$ cat src/rtl/button_toggle_bank.sv
// Multi-channel button front end: sync, debounce, edge-detect, per-channel LED mode.
// Optional LONG_PRESS_EN adds per-channel long-press detection and LED clear.

module button_toggle_ch #(
    parameter int DB_CYCLES   = 240000,
    parameter int LONG_CYCLES = 12000000,
    parameter int ACTIVE_LOW  = 0
) (
    input  logic       CLK,
    input  logic       RST_N,
    input  logic       btn,
    input  logic [1:0] mode,
    output logic       led,
    output logic       press,
    output logic       long_pulse
);
    localparam int CW  = $clog2(DB_CYCLES);
    localparam bit POL = (ACTIVE_LOW != 0);

    logic          s1, s2, stb, stb_q;
    logic [CW-1:0] cnt;
    logic          rise, fall, led_d;
    logic          long_hit, long_rel;

    always_ff @(posedge CLK or negedge RST_N) begin
        if (!RST_N) begin
            s1    <= 1'b0;
            s2    <= 1'b0;
            stb   <= 1'b0;
            stb_q <= 1'b0;
            cnt   <= '0;
            led   <= 1'b0;
            press <= 1'b0;
        end else begin
            s1    <= btn ^ POL;
            s2    <= s1;
            stb_q <= stb;
            press <= rise;
            led   <= led_d;
            // Any return of s2 to stb restarts the window
            if (s2 == stb) begin
                cnt <= '0;
            end else if (cnt == CW'(DB_CYCLES - 1)) begin
                stb <= s2;
                cnt <= '0;
            end else begin
                cnt <= cnt + 1'b1;
            end
        end
    end

    assign rise = stb & ~stb_q;
    assign fall = ~stb & stb_q;

`ifdef LONG_PRESS_EN
    localparam int LW = $clog2(LONG_CYCLES + 1);
    logic [LW-1:0] lcnt;
    logic          long_q;

    always_ff @(posedge CLK or negedge RST_N) begin
        if (!RST_N) begin
            lcnt   <= '0;
            long_q <= 1'b0;
        end else begin
            long_q <= long_hit;
            if (!stb)
                lcnt <= '0;
            else if (lcnt != LW'(LONG_CYCLES))
                lcnt <= lcnt + 1'b1;
        end
    end

    assign long_hit   = stb && (lcnt == LW'(LONG_CYCLES - 1));
    // Counter is still saturated on the fall cycle, which marks a long release
    assign long_rel   = (lcnt == LW'(LONG_CYCLES));
    assign long_pulse = long_q;
`else
    assign long_hit   = 1'b0;
    assign long_rel   = 1'b0;
    assign long_pulse = 1'b0;
`endif

    always_comb begin
        led_d = led;
        case (mode)
            2'b01:   led_d = stb;
            2'b10:   if (fall && !long_rel) led_d = ~led;
            default: if (rise) led_d = ~led;
        endcase
        if (long_hit && mode != 2'b01)
            led_d = 1'b0;
    end
endmodule

module button_toggle_bank #(
    parameter int N_CH        = 4,
    parameter int DB_CYCLES   = 240000,
    parameter int LONG_CYCLES = 12000000,
    parameter int ACTIVE_LOW  = 0
) (
    input  logic              CLK,
    input  logic              RST_N,
    input  logic [N_CH-1:0]   BTN,
    input  logic [2*N_CH-1:0] MODE,
    output logic [N_CH-1:0]   LED,
    output logic [N_CH-1:0]   PRESS,
    output logic [N_CH-1:0]   LONG
);
    for (genvar g = 0; g < N_CH; g++) begin : g_ch
        button_toggle_ch #(
            .DB_CYCLES  (DB_CYCLES),
            .LONG_CYCLES(LONG_CYCLES),
            .ACTIVE_LOW (ACTIVE_LOW)
        ) u_ch (
            .CLK       (CLK),
            .RST_N     (RST_N),
            .btn       (BTN[g]),
            .mode      (MODE[2*g +: 2]),
            .led       (LED[g]),
            .press     (PRESS[g]),
            .long_pulse(LONG[g])
        );
    end
endmodule

$ cat config.mk
export PLATFORM = sky130hd
export DESIGN_NAME = button_toggle_bank
export DESIGN_NICKNAME = d
export VERILOG_FILES = /design/src/rtl/button_toggle_bank.sv
export SDC_FILE = /design/constraint.sdc
export NUM_CORES = 1
export LEC_CHECK = 0
export CORE_UTILIZATION = 46
export CTS_BUF_LIST = sky130_fd_sc_hd__clkbuf_4 sky130_fd_sc_hd__clkbuf_8
export DETAILED_ROUTE_END_ITERATION = 16
export PLACE_DENSITY_LB_ADDON = 0.08
export SLEW_MARGIN = 0
export SYNTH_ARGS = -nofsm -noshare
export SYNTH_HDL_FRONTEND = slang
export SYNTH_SLANG_ARGS = --single-unit
$ cat constraint.sdc
create_clock -name CLK -period 2.4 [get_ports CLK]
set_clock_uncertainty 0.15 [all_clocks]
set_input_delay 0.6 -clock CLK [delete_from_list [all_inputs] [get_ports CLK]]
set_output_delay 0.6 -clock CLK [all_outputs]
set_load 0.05 [all_outputs]
==> results.toml <==
[run_status]
status = "finished, final reports clean"

[sta]
fin_crit_sh = 0.955
setup_ws_ns = 0.109
hold_violations = 0
worst_pin_slew_ns = 0.564
slew_headroom = 0.620
drv_slew = 0
fmax_ghz = 0.436
period_needed_ns = 2.29
finalSetupTns_ns = 0
rsz0062_at_grt = "no"
holdWs_ns = 0.209
setup_violations = 0

[power]
peakVddDrop_mv = 0.452
powerDensity_mw_per_mm2 = 579
p_leak_nw = 2.19

[clocking]
clockBufferDepth = 2
htree_levels = 3
numCtsBuffers = 9
cts_tree = "built"
root_buffer = "clkbuf_8"
clock_sinks = 96
insertion_delay_ns = 0.36
clk_pin_slew_worst_paths_ns = 0.09
post_cts_buffers = 0

[drt]
vias_per_cell = 5.25
wire_per_inst_um = 12.9
dr_total_vias = 3389
postRouteAntennaNets = 0
first_pass_iters = 4
drc = 0
drt_wl_total_um = 8340
initialDrtViolationCount = 105

[worst_setup_path]
r2r_cells = 5
worst-path-buf-inv = 1
cp_slowest_stage_delay_ns = 0.81
start_kind = "register"
path_delay_family = "buffers and inverters"
crit_cells = 1
slowest_stage = "clkdlybuf4s50_1"
crit_path_cell_trace = "clkdlybuf4s50_1"
critPathRequiredTime_ns = 1.65
endpoint_kind = "primary output"
critPathKind = "register to primary output"
crit_fanout = 4
cp_data_arrival_time_ns = 1.54

[grt]
grt_pass1_wl_um = 14900
grt.total_usage = 0.168
antenna_found_initial = 0
first_global_vias = 3362
overflow = 0
grt_start_max_net_pins = 64

[cells_and_area]
postLayoutCellArea_mm2 = 0.00540
final_core_util = 0.542
final-seq-area_mm2 = 0.00240
area_growth_pct = 12.3
drive_gt1_frac = 0.0877
multi_input_area_mm2 = 0.00220
diodes = 0
num-fill-cells = 910
nNetsFinal = 534

[floorplanning]
core_area_mm2 = 0.00995
chipWidth_um = 104
design.die.area_mm2 = 0.0109
die_y_um = 104
core.rowCount = 36
start_util = 0.483
ioPinCount = 26

[synthesis]
synthDominantCellAreaShare = 0.500
synth_area_leader_cell = "dfrtp_1"
synth-async-reset-ratio = 1.00
postSynth.topFlopCell = "dfrtp_1"
yosysSeqAreaShare = 0.500
syn_inst = 478
syn_area_mm2 = 0.00480
synth-edff-count = 0
ys_warn_count = 0
synth_adder_area_share = 0.0313
yosys.area_share.simple = 0.244
synthXorXnorAreaFrac = 0.109
synth.area.top_cells = "dfrtp_1 50%, xnor2_1 7.8%, nor2_1 5.9%"
ys_types = 47
ys_seq_elements = 96
synthMuxAreaShare = 0.0156
syn_area_per_cell_um2 = 10.1
synth_compound_area_frac = 0.0547
synth_top_family_by_area = "simple AND/OR/NAND/NOR gates"

[place]
post-place-ws_ns = 0.223
place.gp.congestion = 0.811
io_buffer_count = 21
dp_hpwl_um = 5780
placed_cell_area_mm2 = 0.00517

[worst_hold_path]
hold_path_depth = 0
hold_class = "register to register"

[job]
drv_cap = 0
==> cells by family (layout without fill, tap and decap cells) <==
family                   count (synthesis)  count (layout)
adder cells (fa/ha/maj)                 12              12
flip-flops                              96              96
other                                    1               4
XOR/XNOR                                60              60
AND/OR/NAND/NOR                        225             225
multiplexers                             7               7
AO/OA/AOI/OAI                           35              35
buffers and inverters                   42              74
==> cells in the mapped netlist, types with 2 or more instances <==
cell / instances
and4_1: 2
dfrtp_1: 96
or4_1: 2
nor4bb_1: 2
mux2i_1: 3
o221a_2: 3
nand4_1: 28
xnor2_1: 43
o211ai_1: 3
or2_2: 2
a21oi_1: 9
nor4_1: 18
nor2b_1: 9
buf_2: 2
clkbuf_1: 2
nand2_1: 22
buf_4: 12
ha_1: 12
nor2_1: 75
mux2_2: 4
o21ai_0: 9
nand2b_1: 2
o31ai_2: 2
nor4_2: 2
and3_1: 3
o31ai_1: 2
inv_1: 25
or3_1: 3
xor2_1: 17
nand3_1: 28
nor3_1: 15
nor4b_1: 6
==> state kept, by name, indices dropped and copies added (netlist names) <==
name and count:
g_ch.u_ch.led 4, g_ch.u_ch.stb_q 4, g_ch.u_ch.stb 4, g_ch.u_ch.s1 4, g_ch.u_ch.press 4, g_ch.u_ch.s2 4
g_ch.u_ch.cnt 72
==> power breakdown <==
group          switching (mW)  internal, mW
clock network           0.535         0.575
logic                   0.186         0.126
registers              0.0432          1.66
==> worst reg2reg max path, cell delays in order (launching register included) <==
cell and delay, ns:
dfrtp_1 0.42, ha_1 0.25, and4_2 0.26, nand3_1 0.16
nor4_1 0.32, mux2_2 0.37
==> through the flow <==
stage               cells  total power [mW]
floorplan             481              1.95
global placement      629              2.04
detailed placement    629              2.05
CTS                   646              3.17
global route          646              3.27
finish                646              3.12
==> repair_timing <==
| action | CTS | global route |
|---|---|---|
| gates resized for setup | 0 | 3 |
| setup endpoints to repair | 0 | 3 |
| hold endpoints to repair | 21 | 0 |
| hold buffers | 1 | 0 |
==> final timing paths <==
| check | start | endpoint | slack [ns] |
|---|---|---|---|
| min reg2reg | g_ch[1].u_ch.s1 | g_ch[1].u_ch.s2 | 0.21 |
| min in group asynchronous | RST_N | g_ch[2].u_ch.cnt[14] | 0.53 |
| min | g_ch[1].u_ch.s1 | g_ch[1].u_ch.s2 | 0.21 |
| max | g_ch[2].u_ch.led | LED[2] | 0.11 |
| max in group asynchronous | RST_N | g_ch[1].u_ch.cnt[9] | 0.95 |
| max reg2reg | g_ch[1].u_ch.cnt[0] | g_ch[1].u_ch.stb | 0.36 |
==> layout make-up <==
class | instances | area share
Sequential cell | 96 | 0.445
Multi-Input combinational cell | 343 | 0.408
Timing Repair Buffer | 33 | 0.0594
Clock buffer | 14 | 0.0322
Tap cell | 133 | 0.0308
Inverter | 25 | 0.0174
Clock inverter | 2 | 0.00696
==> layer usage <==
metal / global-route usage / up-vias / part of all wire
met5: 0 / - / 0
met4: 0.0531 / 0 / 0.013
met3: 0.0395 / 10 / 0.026
met2: 0.281 / 32 / 0.47
met1: 0.215 / 1630 / 0.50
li1: - / 1717 / -
==> cell usage in the layout (no fill, tap or decap), types with 3 or more instances in the layout <==
| cell type | instances |
|---|---|
| clkdlybuf4s50_1 | 17 |
| clkbuf_8 | 11 |
| nand3_1 | 28 |
| dlymetal6s2s_1 | 3 |
| ha_1 | 12 |
| inv_1 | 25 |
| clkbuf_4 | 3 |
| mux2i_1 | 3 |
| buf_4 | 11 |
| nand2_1 | 22 |
| and3_1 | 3 |
| a21oi_1 | 9 |
| nor2_1 | 75 |
| or3_1 | 3 |
| o21ai_0 | 9 |
| dfrtp_1 | 96 |
| xnor2_1 | 43 |
| nor4b_1 | 6 |
| mux2_2 | 4 |
| xor2_1 | 17 |
| o221a_2 | 3 |
| conb_1 | 4 |
| nor3_1 | 15 |
| nor4_1 | 18 |
| o211ai_1 | 3 |
| nand4_1 | 28 |
| nor2b_1 | 9 |
Power figures use the tool's default switching activity.
